$ cat src/rtl/mem_arbiter_pkg.sv
// rtl/mem_arbiter_pkg.sv - shared encodings and grant helper for mem_arbiter
package mem_arbiter_pkg;

  localparam logic [1:0] ST_IDLE = 2'd0;
  localparam logic [1:0] ST_WAIT = 2'd1;
  localparam logic [1:0] ST_RESP = 2'd2;

  localparam logic GRANT_I = 1'b0;
  localparam logic GRANT_D = 1'b1;

  localparam int DEF_TIMEOUT = 255;

  // On a tie the side that did not win last time goes next.
  function automatic logic pick_grant(input logic req_i, input logic req_d, input logic last);
    if (req_i && req_d) begin
      return (last == GRANT_I) ? GRANT_D : GRANT_I;
    end
    if (req_d) begin
      return GRANT_D;
    end
    return GRANT_I;
  endfunction

endpackage

$ cat src/rtl/mem_arbiter_ibuf.sv
// rtl/mem_arbiter_ibuf.sv - one-entry fetch buffer used when ARB_IBUF_EN is defined
module arb_ibuf #(
  parameter int ADDR_W = 32,
  parameter int DATA_W = 32
) (
  input  logic              clk,
  input  logic              rst,
  input  logic [ADDR_W-3:0] i_lookup_tag,
  output logic              o_hit,
  output logic [DATA_W-1:0] o_data,
  input  logic              i_fill,
  input  logic [ADDR_W-3:0] i_fill_tag,
  input  logic [DATA_W-1:0] i_fill_data,
  input  logic              i_drop,
  input  logic              i_inval,
  input  logic [ADDR_W-3:0] i_inval_tag
);

  logic              r_valid;
  logic [ADDR_W-3:0] r_tag;
  logic [DATA_W-1:0] r_data;

  assign o_hit  = r_valid && (r_tag == i_lookup_tag);
  assign o_data = r_data;

  always_ff @(posedge clk) begin
    if (rst) begin
      r_valid <= 1'b0;
      r_tag   <= '0;
      r_data  <= '0;
    end else begin
      if (i_fill) begin
        r_valid <= 1'b1;
        r_tag   <= i_fill_tag;
        r_data  <= i_fill_data;
      end else if (i_drop) begin
        r_valid <= 1'b0;
      end
      // A store to the buffered word makes the copy stale.
      if (i_inval && (r_tag == i_inval_tag)) begin
        r_valid <= 1'b0;
      end
    end
  end

endmodule

$ cat src/rtl/mem_arbiter.sv
// rtl/mem_arbiter.sv - shares one single-port memory between fetch (I) and data (D) sides
// Define ARB_IBUF_EN to add a one-entry fetch buffer in front of the memory path.
module mem_arbiter
  import mem_arbiter_pkg::*;
#(
  parameter int ADDR_W  = 32,
  parameter int DATA_W  = 32,
  parameter int TIMEOUT = DEF_TIMEOUT
) (
  input  logic              clk,
  input  logic              rst,
  input  logic              i_req,
  input  logic [ADDR_W-1:0] i_addr,
  output logic [DATA_W-1:0] i_rdata,
  output logic              i_ready,
  input  logic              d_req,
  input  logic              d_we,
  input  logic [ADDR_W-1:0] d_addr,
  input  logic [DATA_W-1:0] d_wdata,
  input  logic [3:0]        d_wstrb,
  output logic [DATA_W-1:0] d_rdata,
  output logic              d_ready,
  output logic              d_err,
  output logic              m_req,
  output logic              m_we,
  output logic [ADDR_W-1:0] m_addr,
  output logic [DATA_W-1:0] m_wdata,
  output logic [3:0]        m_wstrb,
  input  logic [DATA_W-1:0] m_rdata,
  input  logic              m_ack
);

  localparam int TW = $clog2(TIMEOUT + 1);
  localparam logic [TW-1:0] TIMER_MAX = TW'(TIMEOUT);

  logic [1:0]        r_state;
  logic              r_last_grant;
  logic              r_grant;
  logic [TW-1:0]     r_timer;
  logic              r_m_req;
  logic              r_m_we;
  logic [ADDR_W-1:0] r_m_addr;
  logic [DATA_W-1:0] r_m_wdata;
  logic [3:0]        r_m_wstrb;
  logic              r_i_ready;
  logic              r_d_ready;
  logic              r_err;
  logic [DATA_W-1:0] r_i_rdata;
  logic [DATA_W-1:0] r_d_rdata;

  logic              w_any_req;
  logic              w_side;
  logic              w_acked;
  logic              w_expired;
  logic              w_store_grant;
  logic              w_ibuf_hit;
  logic [DATA_W-1:0] w_ibuf_data;
  logic              w_unused;

  assign w_any_req     = i_req | d_req;
  assign w_side        = pick_grant(i_req, d_req, r_last_grant);
  assign w_acked       = (r_state == ST_WAIT) && m_ack;
  assign w_expired     = (r_state == ST_WAIT) && !m_ack && (r_timer == TIMER_MAX);
  assign w_store_grant = (r_state == ST_IDLE) && w_any_req && (w_side == GRANT_D) && d_we;
  assign w_unused      = &{1'b0, i_addr[1:0], d_addr[1:0]};

`ifdef ARB_IBUF_EN
  arb_ibuf #(
    .ADDR_W (ADDR_W),
    .DATA_W (DATA_W)
  ) u_ibuf (
    .clk          (clk),
    .rst          (rst),
    .i_lookup_tag (i_addr[ADDR_W-1:2]),
    .o_hit        (w_ibuf_hit),
    .o_data       (w_ibuf_data),
    .i_fill       (w_acked && (r_grant == GRANT_I)),
    .i_fill_tag   (r_m_addr[ADDR_W-1:2]),
    .i_fill_data  (m_rdata),
    .i_drop       (w_expired && (r_grant == GRANT_I)),
    .i_inval      (w_store_grant),
    .i_inval_tag  (d_addr[ADDR_W-1:2])
  );
`else
  assign w_ibuf_hit  = 1'b0;
  assign w_ibuf_data = '0;
`endif

  always_ff @(posedge clk) begin
    if (rst) begin
      r_state      <= ST_IDLE;
      r_last_grant <= GRANT_I;
      r_grant      <= GRANT_I;
      r_timer      <= '0;
      r_m_req      <= 1'b0;
      r_m_we       <= 1'b0;
      r_m_addr     <= '0;
      r_m_wdata    <= '0;
      r_m_wstrb    <= 4'b0000;
      r_i_ready    <= 1'b0;
      r_d_ready    <= 1'b0;
      r_err        <= 1'b0;
      r_i_rdata    <= '0;
      r_d_rdata    <= '0;
    end else begin
      r_i_ready <= 1'b0;
      r_d_ready <= 1'b0;
      r_err     <= 1'b0;
      case (r_state)
        ST_IDLE: begin
          if (w_any_req) begin
            r_last_grant <= w_side;
            r_grant      <= w_side;
            r_timer      <= '0;
            if ((w_side == GRANT_I) && w_ibuf_hit) begin
              r_state   <= ST_RESP;
              r_i_ready <= 1'b1;
              r_i_rdata <= w_ibuf_data;
            end else begin
              r_state <= ST_WAIT;
              r_m_req <= 1'b1;
              if (w_side == GRANT_D) begin
                r_m_addr  <= {d_addr[ADDR_W-1:2], 2'b00};
                r_m_we    <= d_we;
                r_m_wdata <= d_we ? d_wdata : '0;
                r_m_wstrb <= d_we ? d_wstrb : 4'b0000;
              end else begin
                r_m_addr  <= {i_addr[ADDR_W-1:2], 2'b00};
                r_m_we    <= 1'b0;
                r_m_wdata <= '0;
                r_m_wstrb <= 4'b0000;
              end
            end
          end
        end
        ST_WAIT: begin
          if (m_ack || (r_timer == TIMER_MAX)) begin
            r_state <= ST_RESP;
            r_m_req <= 1'b0;
            r_m_we  <= 1'b0;
            r_err   <= !m_ack;
            if (r_grant == GRANT_D) begin
              r_d_ready <= 1'b1;
              r_d_rdata <= m_ack ? m_rdata : '0;
            end else begin
              r_i_ready <= 1'b1;
              r_i_rdata <= m_ack ? m_rdata : '0;
            end
          end else begin
            r_timer <= r_timer + TW'(1);
          end
        end
        // Single ready cycle; requests still high here are not granted again.
        ST_RESP: begin
          r_state <= ST_IDLE;
        end
        default: begin
          r_state <= ST_IDLE;
          r_m_req <= 1'b0;
        end
      endcase
    end
  end

  assign m_req   = r_m_req;
  assign m_we    = r_m_we;
  assign m_addr  = r_m_addr;
  assign m_wdata = r_m_wdata;
  assign m_wstrb = r_m_wstrb;
  assign i_ready = r_i_ready;
  assign i_rdata = r_i_rdata;
  assign d_ready = r_d_ready;
  assign d_rdata = r_d_rdata;
  assign d_err   = r_err;

endmodule

$ cat config.mk
export PLATFORM = sky130hd
export DESIGN_NAME = mem_arbiter
export DESIGN_NICKNAME = d
export VERILOG_FILES = /design/src/rtl/mem_arbiter_pkg.sv /design/src/rtl/mem_arbiter_ibuf.sv /design/src/rtl/mem_arbiter.sv
export SDC_FILE = /design/constraint.sdc
export NUM_CORES = 1
export LEC_CHECK = 0
export BUFFER_PORTS_ARGS = -buffer_cell sky130_fd_sc_hd__buf_2
export CORE_UTILIZATION = 48
export CTS_BUF_LIST = sky130_fd_sc_hd__clkbuf_16
export CTS_CLUSTER_DIAMETER = 200
export CTS_CLUSTER_SIZE = 28
export DETAILED_ROUTE_END_ITERATION = 8
export PLACE_DENSITY = 0.93
export SYNTH_ARGS = -nofsm -noshare
export SYNTH_HDL_FRONTEND = slang
export SYNTH_HIERARCHICAL = 1
export SYNTH_SLANG_ARGS = --single-unit
$ cat constraint.sdc
create_clock -name clk -period 4.9 [get_ports clk]
set_input_delay 0.735 -clock clk [delete_from_list [all_inputs] [get_ports clk]]
set_output_delay 0.735 -clock clk [all_outputs]
set_load 0.005 [all_outputs]
Yosys cells after proc, flatten, opt, wreduce, memory -nomap -nowiden:

Index checks and enable logic that the tools add are counted.

* bits in registers: 148
* logic and storage cells: 65

* add/sub/neg operators: 1
* equal/unequal tests: 6
* mux-type cells: 27
* bitwise gates (word level): 5
* reduce and logical (&&, ||, !) cells: 13

Operators by type and width (count)
* two-way mux 32 bit: 4
* two-way mux 8 bit: 2
* case mux 8 bit (2 select lines): 1
* AND reduction 3 bit: 5
* two-way mux 1 bit: 13
* adder 8 x 1 -> 8 bit, second input constant: 1
* == test 8 bit, second input constant: 1
* two-way mux 4 bit: 2
* two-way mux 2 bit: 2
* inequality test 2 bit, second input constant: 2
* NOT 1 bit: 4
* case mux 2 bit (2 select lines): 1
* AND reduction 2 bit: 2
* case mux 1 bit (3 select lines): 1
* OR reduction 3 bit: 1
* == test 2 x 1 -> 1 bit, second input constant: 1
* == test 2 bit, second input constant: 1
* logical NOT 2 bit: 1
* inequality test 2 x 1 -> 1 bit, second input constant: 1
* case mux 1 bit (2 select lines): 1
* nonzero test 2 bit: 1
* logical AND 1 bit: 1
* logical NOT 1 bit: 1
* logical OR 1 bit: 1
* OR 1 bit: 1

Longest topological paths before layout:

Gate-level depths: netlist (run 1).

* word-level depth: 8
* depth in mapped cells: 7
* gate-level depth less buffers: 5

Worst setup path before layout (run 1):

No wires, ideal clock.

* path kind: input to register
* start: input m_ack
* end: register r_timer[7]
* arrival: 1837 ps
* path slack: 2990 ps
* stages on the path: 4
* cells stage by stage: or3b_4 > o21bai_4 > or4_4 > o211ai_2

* word-level cells in the longest chain between the ends: 3

Ends and longest elaborated chain
* start, declared: RTL line mem_arbiter.sv:30 `input logic m_ack`
* logical OR 1 bit: RTL line mem_arbiter.sv:137 `if (m_ack || (r_timer == TIMER_MAX)) begin`
* inequality test 2 bit (no source line)
* AND reduction 3 bit (no source line)
* end signal, assigned: RTL line mem_arbiter.sv:150 `r_timer <= r_timer + TW'(1);`
* end, declared: RTL line mem_arbiter.sv:39 `logic [TW-1:0] r_timer;`

Every way passes these cells.
A chain may end at the register's enable or synchronous reset.

Final worst setup path (run 1):

* start: input d_req
* end: register r_m_wdata[29], in the netlist m_wdata[29]

* word-level cells in the longest chain between the ends: 5
* elaborated cells between the ends (all ways): 10

Ends and longest elaborated chain
* start, declared: RTL line mem_arbiter.sv:16 `input logic d_req,`
* two-way mux 1 bit (2 in a row): RTL line mem_arbiter_pkg.sv:18 `if (req_d) begin`
* two-way mux 1 bit: RTL line mem_arbiter_pkg.sv:21 `return GRANT_I;`
* two-way mux 1 bit: RTL line mem_arbiter_pkg.sv:18
* two-way mux 32 bit: RTL line mem_arbiter.sv:122 `if (w_side == GRANT_D) begin`
* end signal, assigned: RTL line mem_arbiter.sv:125 `r_m_wdata <= d_we ? d_wdata : '0;`
* end, declared: RTL line mem_arbiter.sv:43 `logic [DATA_W-1:0] r_m_wdata;`

Several ways; a longest one is shown, not always the timed one. The select of a mux whose other input is x is not followed.

==> metrics.md, run 1 <==
| Metric | Value |
|---|---|
| Fin area | `7140 µm²` |
| DP HPWL | `9440 µm` |
| Tightest Hold Check Type | `flip-flop to flip-flop` |
| CTS tree | `done` |
| Crit path capture type | `flip-flop` |
| CTS Hold Bufs | `0` |
| CTS clk-pin slew, worst paths | `60 ps` |
| Worst min-delay path startpoint | `d_rdata[30]$_SDFFE_PP0P_` |
| Hold Slack | `469 ps` |
| Detail Route Antenna Nets | `0` |
| Placed cells | `between 800 and 900` |
| CTS resizes | `0` |
| Worst path slowest cell | `and3_1` |
| CP Max Fanout | `37` |
| Sequential fraction of the synthesis area | `0.564` |
| Antenna violations before repair | `0` |
| Die height | `106 µm` |
| Area grow syn2layout | `38.0%` |
| Startpoint types | `input pin` |
| Global-route wire length before repair | `~22000 µm` |
| Total grt overflow | `0` |
| Mapped Cells | `between 400 and 500` |
| Crit path required time | `5230 ps` |
| Maximum capacitance violations | `0` |
| Synth Flop Type | `dfxtp_1` |
| Port bufs | `~270` |
| Starting Density | `0.499` |
| Clock Path Buffers | `2` |
| DRT Pass-1 Iters | `9` |
| Fmax | `377 MHz` |
| Clk root buf | `clkbuf_16` |
| Slew Viols, Final | `0` |
| Avg Synthesized Cell Area | `10.7 µm²` |
| Setup TNS Final | `0 ps` |
| Die area | `11200 µm²` |
| Core area | `10400 µm²` |
| Normalized max-slew margin | `0.0977` |
| Fin nets | `870` |
| Area contributors post-synth | `dfxtp_1 56%, a22o_1 11%, mux2i_1 5.8%` |
| Row count | `37` |
| Layout cells sized above 1 | `0.420` |
| Post-route insts no fill | `about 880` |
| Remaining DRCs | `0` |
| Peak supply drop | `0.209 mV` |
| Slowest cell delay on critical path | `~1100 ps` |
| Io pins | `275` |
| Post-DP Area | `6550 µm²` |
| Count of flip-flops with a built-in enable after synthesis | `0` |
| H-tree Lvls | `4` |
| Multi-input logic area | `around 2100 µm²` |
| Fillers | `764` |
| Worst Setup SP | `d_req` |
| Vias | `4787` |
| Clk_lat worst skew | `around 410 ps` |
| Tmin final | `2650 ps` |
| Power Density | `404 nW/µm²` |
| GRT Total Usage | `0.240` |
| Leak | `3.46 nW` |
| Worst path cell trace | `buf_2 > a21boi_4 > buf_4 > and3_1 > a22oi_1 > nor2_1` |
| Register area | `2920 µm²` |
| Final setup violating endpoints | `0` |
| Cell taking the most area after synthesis | `dfxtp_1` |
| CP arrival | `2980 ps` |
| Layout Skew | `14.2 ps` |
| Post-synth top area share | `0.564` |
| Die W | `approximately 110 µm` |
| Routed WL | `13900 µm` |
| Final hold vios | `0` |
| CTS Buf Count | `17` |
| R2R Path Start | `r_grant$_SDFFE_PP0P_` |
| Utilization after layout | `0.689` |
| Vias in the first global route | `~4600` |
| Final Cycle Share | `0.542` |
| Ant diodes | `0` |
| Sink Count | `roughly 150` |
| DR iter-0 viols | `roughly 340` |
| Routability congestion estimate | `0.801` |
| Netlist cell types | `44` |
| WL/cell | `15.8 µm` |
| Largest net degree at the start of global routing | `84` |
| Post-CTS Setup Repair Bufs | `0` |
| RSZ-0062 raised after global routing | `no` |
| Worst-Margin Slew | `approximately 1400 ps` |
| Yosys warns | `6` |
| Yosys reg bits | `146` |
| WS Path Type | `input pin to flip-flop` |
| Status | `completed` |
| Async S/R FF share, synth | `0` |
| Post-synthesis instance area | `between 5000 and 6000 µm²` |
| Vias per cell | `between 5 and 6` |
==> cells in the mapped netlist (2+ instances only) <==
library cell    n
a21oi_1         6
and4_1          2
dfxtp_1       146
a211oi_1       30
clkbuf_1       19
buf_1           2
and3_1          2
a22o_1         64
buf_4           2
nand3_1         6
o211ai_1        2
buf_2          23
nor2_1         69
a22oi_1        36
inv_1           5
mux2i_1        30
or3_1           2
a31oi_1         5
nand2_1         2
nor3_1          5
nand4_1         4
==> registers in the layout, summed over array words and instances (netlist names), 2 cells and up <==
| name | count |
|---|---|
| m_addr | 30 |
| r_state | 2 |
| m_wdata | 32 |
| i_rdata | 32 |
| m_wstrb | 4 |
| d_rdata | 32 |
| r_timer | 8 |
==> layout by cell type, fill, tap and decap left out, types with 2 or more instances in the layout <==
master      netlist  routed
mux2i_1          30      30
nand2_1           2       2
and4_1            2       2
nand3_1           6       6
inv_1             5       8
dfxtp_1         146     146
a31oi_2           0       2
and3_1            2       2
a211oi_1         30      30
inv_6             0       2
clkinvlp_4        0       3
nand4_1           4       4
conb_1            1       2
a31oi_1           5       3
a22oi_1          36      36
a22o_1           64      64
or3_1             2       2
nor2_1           69      69
buf_4             2       4
bufinv_16         0       3
buf_2            23     268
nor3_1            5       5
o211ai_1          2       2
a21oi_1           6       6
clkinv_4          0       3
clkbuf_16         0      17
==> cell type report <==
type / instances / share of cell area
tap: 136 / 0.0238
sequential: 146 / 0.409
timing repair buffer: 272 / 0.192
clock buffer: 17 / 0.0595
inverter: 5 / 0.00263
multi-input combinational: 289 / 0.289
clock inverter: 14 / 0.0235
==> critical path, delay by kind of cell <==
family          cells  cell delay, ps
buf+inv             2             570
compound gates      2             330
simple gates        2            1310
==> metrics by stage <==
step           worst slack [ps]  power [mW]
6_report                   2250        2.88
3_5_place_dp               1890        1.62
2_1_floorplan              2990        1.48
3_3_place_gp               2020        1.61
5_1_grt                    2040        3.00
4_1_cts                    2320        2.90
==> where the power goes <==
group	switching (mW)	leakage, nW	internal [mW]
registers	0.0336	1.19	1.25
logic	0.171	1.98	0.146
clock network	0.487	0.290	0.797
==> layer usage <==
layer,vias to the layer above,routed length (µm),track usage,part of all wire
met3,19,976,0.0588,0.070
li1,2298,-,-,-
met5,-,0,0,0
met2,227,7150,0.432,0.52
met4,0,179,0.0923,0.013
met1,2243,5550,0.272,0.40
==> worst paths after layout <==
check                             endpoint  slack [ps]  cells past startpoint
setup reg to reg  m_wdata[29]$_SDFFE_PP0P_        2300                      5
hold reg to reg   d_rdata[30]$_SDFFE_PP0P_         470                      1
setup / recovery  m_wdata[29]$_SDFFE_PP0P_        2250                      6
hold / removal    d_rdata[30]$_SDFFE_PP0P_         470                      1
==> kinds of logic (layout without fill, tap and decap cells) <==
| family | count (synthesis) | in the layout | synth area share |
|---|---|---|---|
| AOI/OAI and AO/OA | 155 | 155 | 0.240 |
| adders and majority gates | 1 | 1 | 0.00242 |
| buffers and inverters | 51 | 308 | 0.0440 |
| DFF | 146 | 146 | 0.564 |
| muxes | 30 | 30 | 0.0580 |
| other | 1 | 2 | 0.000724 |
| and+or+nand+nor | 101 | 101 | 0.0901 |
Note: power is estimated with default switching activity, not from simulation.
==> inputs of run 2 (changes only) <==
--- a/config.mk
+++ b/config.mk
@@ -5,13 +5,14 @@
 export SDC_FILE = /design/constraint.sdc
 export NUM_CORES = 1
 export LEC_CHECK = 0
+export ABC_AREA = 1
 export BUFFER_PORTS_ARGS = -buffer_cell sky130_fd_sc_hd__buf_2
-export CORE_UTILIZATION = 48
+export CORE_UTILIZATION = 47
 export CTS_BUF_LIST = sky130_fd_sc_hd__clkbuf_16
 export CTS_CLUSTER_DIAMETER = 200
 export CTS_CLUSTER_SIZE = 28
 export DETAILED_ROUTE_END_ITERATION = 8
-export PLACE_DENSITY = 0.93
+export PLACE_DENSITY = 0.88
 export SYNTH_ARGS = -nofsm -noshare
 export SYNTH_HDL_FRONTEND = slang
 export SYNTH_HIERARCHICAL = 1
==> constraint.sdc (replaced) <==
create_clock -name clk -period 2.8 [get_ports clk]
set_input_delay 0.42 -clock clk [delete_from_list [all_inputs] [get_ports clk]]
set_output_delay 0.42 -clock clk [all_outputs]
set_load 0.005 [all_outputs]
==> metrics.md, run 2 <==
| Metric | Value |
|---|---|
| Port bufs | `268` |
| Routing usage on met2 | `0.445` |
| Die area | `about 13000 µm²` |
| CTS tree | `done` |
| Post-synth top cells | `256 x nand2_1, 146 x dfxtp_1, 109 x a21oi_1` |
| Post-CTS Setup Repair Bufs | `0` |
| CTS clk-pin slew, worst paths | `60 ps` |
| Vias | `approximately 6300` |
| CP Buf/Inv Count | `0` |
| DP HPWL | `11800 µm` |
| Setup TNS Final | `0 ps` |
| Row count | `40` |
| Worst path cell trace | `ha_1 > nand2_1 > nor2_1 > nand2_2 > nand2_4 > nand3_2 > nand2_1 > a21oi_1` |
| CTS Buf Count | `17` |
| Count of flip-flops with a built-in enable after synthesis | `0` |
| Crit path max-delay family | `simple AND/OR/NAND/NOR gates` |
| Clk_lat worst skew | `roughly 420 ps` |
| Crit path required time | `3060 ps` |
| DRT Pass-1 Iters | `5` |
| Critical Path Most Common Cell | `nand2_1` |
| Register area | `2920 µm²` |
| Slowest cell delay on critical path | `620 ps` |
| Layout cells sized above 1 | `0.311` |
| Area grow syn2layout | `30.8%` |
| Async S/R FF share, synth | `0` |
| Die W | `115 µm` |
| Largest net degree at the start of global routing | `72` |
| Power Density | `between 600 and 700 nW/µm²` |
| Antenna violations before repair | `1` |
| Avg Synthesized Cell Area | `7.47 µm²` |
| WS Path Type | `flip-flop to flip-flop` |
| Tmin final | `2210 ps` |
| CP arrival | `2470 ps` |
| Worst-Margin Slew | `986 ps` |
| Core area | `approximately 12000 µm²` |
| Routed WL | `17400 µm` |
| Clock Path Buffers | `2` |
| Multi-input logic area | `~2500 µm²` |
| Slew Viols, Final | `0` |
| Grt peak-use layer | `met2` |
| Cell taking the most area after synthesis | `dfxtp_1` |
| Vias in the first global route | `5710` |
| Startpoint types | `flip-flop` |
| Fmax | `452 MHz` |
| Leak | `3.70 nW` |
| Netlist cell types | `26` |
| Clk root buf | `clkbuf_16` |
| RSZ-0062 raised after global routing | `no` |
| Sink Count | `about 150` |
| Post-synth top area share | `0.491` |
| Sequential fraction of the synthesis area | `0.491` |
| Worst path slowest cell | `nand3_2` |
| Crit path capture type | `flip-flop` |
| Normalized max-slew margin | `0.342` |
| Mapped Cells | `between 700 and 800` |
| Remaining DRCs | `0` |
| Most frequent cells in the layout | `267 x buf_2, 256 x nand2_1, 146 x dfxtp_1` |
| Placed cells | `1179` |
| Layout Skew | `between 15 and 20 ps` |
| Io pins | `275` |
| CP Max Fanout | `33` |
| R2R Setup Slk | `590 ps` |
| Yosys warns | `6` |
| Post-route insts no fill | `1212` |
| Tightest Hold Check Type | `input pin to flip-flop` |
| Die height | `~110 µm` |
| Status | `completed` |
| Fin nets | `1169` |
| H-tree Lvls | `4` |
| Final hold vios | `0` |
| Peak supply drop | `between 0.4 and 0.5 mV` |
| Post-synthesis instance area | `5960 µm²` |
| Final setup violating endpoints | `0` |
| Total grt overflow | `0` |
| Routability congestion estimate | `~0.86` |
| Final Cycle Share | `0.790` |
| Met3 global-route usage | `0.0768` |
| Global-route wire length before repair | `27000 µm` |
| Fillers | `1095` |
| Vias per cell | `5.23` |
| CTS resizes | `0` |
| WL/cell | `14.3 µm` |
| Maximum capacitance violations | `0` |
| Detail Route Antenna Nets | `0` |
| CTS Hold Bufs | `0` |
| Area contributors post-synth | `dfxtp_1 49%, nand2_1 16%, a21oi_1 9.2%` |
| DR iter-0 viols | `640` |
| GRT Total Usage | `0.265` |
| Yosys reg bits | `about 150` |
| Synth Flop Type | `dfxtp_1` |
| Commonest non-fill, non-tap cell in the layout | `buf_2` |
| Starting Density | `0.490` |
| Met1 Track Usage GR | `0.301` |
| Most common cell in the netlist | `nand2_1` |
[run 2: cell count changes in the layout (fill, tap and decap cells not counted), sizes merged, moves of 4 or more]
cell / previous run / this run
a31oi: 5 / 30
a22oi: 36 / 0
nand2: 2 / 259
o21ai: 2 / 35
nor3: 5 / 0
a21oi: 6 / 111
a211oi: 30 / 0
nor2: 69 / 20
a22o: 64 / 0
mux2i: 30 / 0
nand4: 4 / 64
buf: 272 / 279
nand3: 7 / 11
inv: 10 / 55
[run 2: final cells by class]
cell class,instances,area share
Sequential cell,146,0.375
Inverter,51,0.0246
Timing Repair Buffer,279,0.183
Tap cell,168,0.0270
Clock inverter,15,0.0140
Multi-Input combinational cell,535,0.322
Clock buffer,17,0.0546
Antenna cell,1,0.000321
[run 2: layer usage]
metal / vias up / share of wire
li1: 3129 / -
met1: 2856 / 0.40
met2: 312 / 0.48
met3: 39 / 0.082
met4: 0 / 0.041
met5: - / 0
[run 2: logic make-up (layout without fill, tap and decap cells)]
group,Yosys count,count (layout),synth area share
AO/OA/AOI/OAI,176,176,0.157
buffers and inverters,118,362,0.0890
adder cells (fa/ha/maj),1,1,0.00210
flip-flops,146,146,0.491
AND/OR/NAND/NOR,356,356,0.261
other,1,3,0.000629
[run 2: path summary, 6_finish.rpt]
path,start,end,cells after the start
max reg2reg,r_timer[0]$_SDFFE_PP0P_,i_rdata[31]$_SDFFE_PP0P_,8
max,r_timer[0]$_SDFFE_PP0P_,i_rdata[31]$_SDFFE_PP0P_,8
min reg2reg,d_rdata[20]$_SDFFE_PP0P_,d_rdata[20]$_SDFFE_PP0P_,2
min,d_wdata[27],m_wdata[27]$_SDFFE_PP0P_,3
[run 2: where the power goes]
part           switching [mW]  total [mW]  internal, mW
clock network           0.906        2.04          1.13
logic                   0.387       0.613         0.226
registers              0.0460        2.22          2.17
[run 2: metrics by stage]
| stage | utilization | hold slack [ps] | instance area (µm²) | power (mW) | worst slack, ps |
|---|---|---|---|---|---|
| floorplan | - | 455 | 5960 | 2.62 | 1370 |
| CTS | 0.641 | 228 | 7790 | 4.89 | 618 |
| detailed placement | 0.597 | 449 | 7260 | 2.87 | 632 |
| global placement | 0.597 | 445 | 7260 | 2.86 | 680 |
| global route | 0.641 | 227 | 7790 | 5.09 | 384 |
| finish | 0.641 | 240 | 7800 | 4.87 | 587 |
[run 2: tightest hold or removal path: cells and delay by family]
kind | cells | cell delay [ps]
buffers and inverters | 1 | 90
AND/OR/NAND/NOR | 1 | 50
AO/OA/AOI/OAI | 1 | 50
==> inputs of run 3 (changes only) <==
==> constraint.sdc (replaced) <==
create_clock -name clk -period 2.1 [get_ports clk]
set_input_delay 0.315 -clock clk [delete_from_list [all_inputs] [get_ports clk]]
set_output_delay 0.315 -clock clk [all_outputs]
set_load 0.005 [all_outputs]
==> metrics.md, run 3 (synthesis results as in run 2) <==
| Metric | Value |
|---|---|
| Final hold vios | `0` |
| DR iter-0 viols | `about 650` |
| Post-route insts no fill | `approximately 1200` |
| H-tree Lvls | `4` |
| Commonest non-fill, non-tap cell in the layout | `buf_2` |
| Maximum capacitance violations | `0` |
| CTS Buf Count | `17` |
| Core area | `~12000 µm²` |
| Most frequent cells in the layout | `267 x buf_2, 256 x nand2_1, 146 x dfxtp_1` |
| R2R Path Start | `r_timer[0]$_SDFFE_PP0P_` |
| Power Density | `between 800 and 900 nW/µm²` |
| Global-route wire length before repair | `between 20000 and 30000 µm` |
| Routability congestion estimate | `about 0.85` |
| GRT Total Usage | `0.262` |
| Final setup violating endpoints | `0` |
| WS Path Type | `flip-flop to flip-flop` |
| Die height | `approximately 110 µm` |
| Fmax | `569 MHz` |
| Antenna violations before repair | `0` |
| CP arrival | `approximately 2100 ps` |
| CTS resizes | `0` |
| Port bufs | `roughly 270` |
| CTS Hold Bufs | `0` |
| WL/cell | `between 10 and 15 µm` |
| Tightest Hold Check Type | `input pin to flip-flop` |
| Placed cells | `1186` |
| Area grow syn2layout | `32.6%` |
| CTS clk-pin slew, worst paths | `60 ps` |
| Setup TNS Final | `0 ps` |
| Largest net degree at the start of global routing | `85` |
| Sink Count | `146` |
| Fin nets | `1176` |
| DRT Pass-1 Iters | `5` |
| Vias | `~6300` |
| Worst Setup SP | `r_timer[0]$_SDFFE_PP0P_` |
| Clock Path Buffers | `2` |
| CTS tree | `done` |
| Crit path capture type | `flip-flop` |
| Row count | `40` |
| Fillers | `1061` |
| Clk_lat worst skew | `420 ps` |
| Starting Density | `0.490` |
| Io pins | `around 280` |
| Worst min-delay path startpoint | `d_wdata[27]` |
| Routed WL | `17100 µm` |
| Final Cycle Share | `0.837` |
| DP HPWL | `about 12000 µm` |
| CP Max Fanout | `33` |
| Crit path required time | `2440 ps` |
| Leak | `3.77 nW` |
| Tmin final | `1760 ps` |
| Total power | `6.62 mW` |
| Status | `completed` |
| Slew Viols, Final | `0` |
| Total grt overflow | `0` |
| Vias in the first global route | `5607` |
| Die W | `115 µm` |
| Detail Route Antenna Nets | `0` |
| Ant diodes | `0` |
| Vias per cell | `a little over 5` |
| Die area | `~13000 µm²` |
| Layout Skew | `7.16 ps` |
| Startpoint types | `flip-flop` |
| Post-CTS Setup Repair Bufs | `0` |
| Clk root buf | `clkbuf_16` |
| Remaining DRCs | `0` |
| RSZ-0062 raised after global routing | `no` |
| Peak supply drop | `0.530 mV` |
| Layout cells sized above 1 | `0.311` |
run 3: changes by cell type in the layout (fill, tap and decap cells not counted):
cell / previous run / this run
buf_12: 0 / 3
buf_4: 12 / 16
bufinv_16: 0 / 2
clkinv_1: 1 / 3
clkinv_2: 3 / 4
clkinv_4: 2 / 1
clkinvlp_4: 5 / 1
diode_2: 1 / 0
inv_1: 47 / 49
inv_6: 4 / 1
run 3: per-layer routing:
layer / up-vias / GRT usage / part of all wire
met5: - / 0 / 0
met4: 0 / 0.122 / 0.026
met3: 39 / 0.0762 / 0.082
met2: 278 / 0.453 / 0.50
met1: 2846 / 0.299 / 0.39
li1: 3136 / - / -
run 3: report_power, final:
part           switching (mW)  internal, mW
registers              0.0593          2.90
logic                   0.513         0.321
clock network            1.12          1.71
run 3: worst max-delay path: stages, from the launching register on:
cell,delay (ps)
dfxtp_1,320
ha_1,210
nand2_1,130
nor2_1,70
nand2_2,100
nand2_4,170
nand3_2,110
buf_4,330
nand2_1,90
a21oi_1,150
run 3: worst paths after layout:
check	slack [ps]	cells past startpoint	endpoint
setup / recovery	340	9	i_rdata[28]$_SDFFE_PP0P_
hold / removal	140	3	m_wdata[27]$_SDFFE_PP0P_
setup reg to reg	340	9	i_rdata[28]$_SDFFE_PP0P_
hold reg to reg	450	2	m_req$_SDFFE_PP0P_
run 3: area by class of cell:
class,count,area [µm²],share of cell area
clock buffer,17,425,0.0539
sequential,146,2920,0.370
timing repair buffer,286,1520,0.192
tap,168,210,0.0266
multi-input combinational,535,2510,0.318
inverter,51,191,0.0242
clock inverter,14,124,0.0157
run 3: stage by stage:
step / utilization / hold WS, ps / worst slack [ps] / instance area [µm²]
after floorplan: - / 455 / 670 / 5960
after global placement: 0.604 / 446 / 404 / 7350
after detailed placement: 0.604 / 449 / 343 / 7350
after CTS: 0.649 / 119 / 331 / 7900
after global routing: 0.649 / 117 / 142 / 7900
final: 0.649 / 137 / 342 / 7900
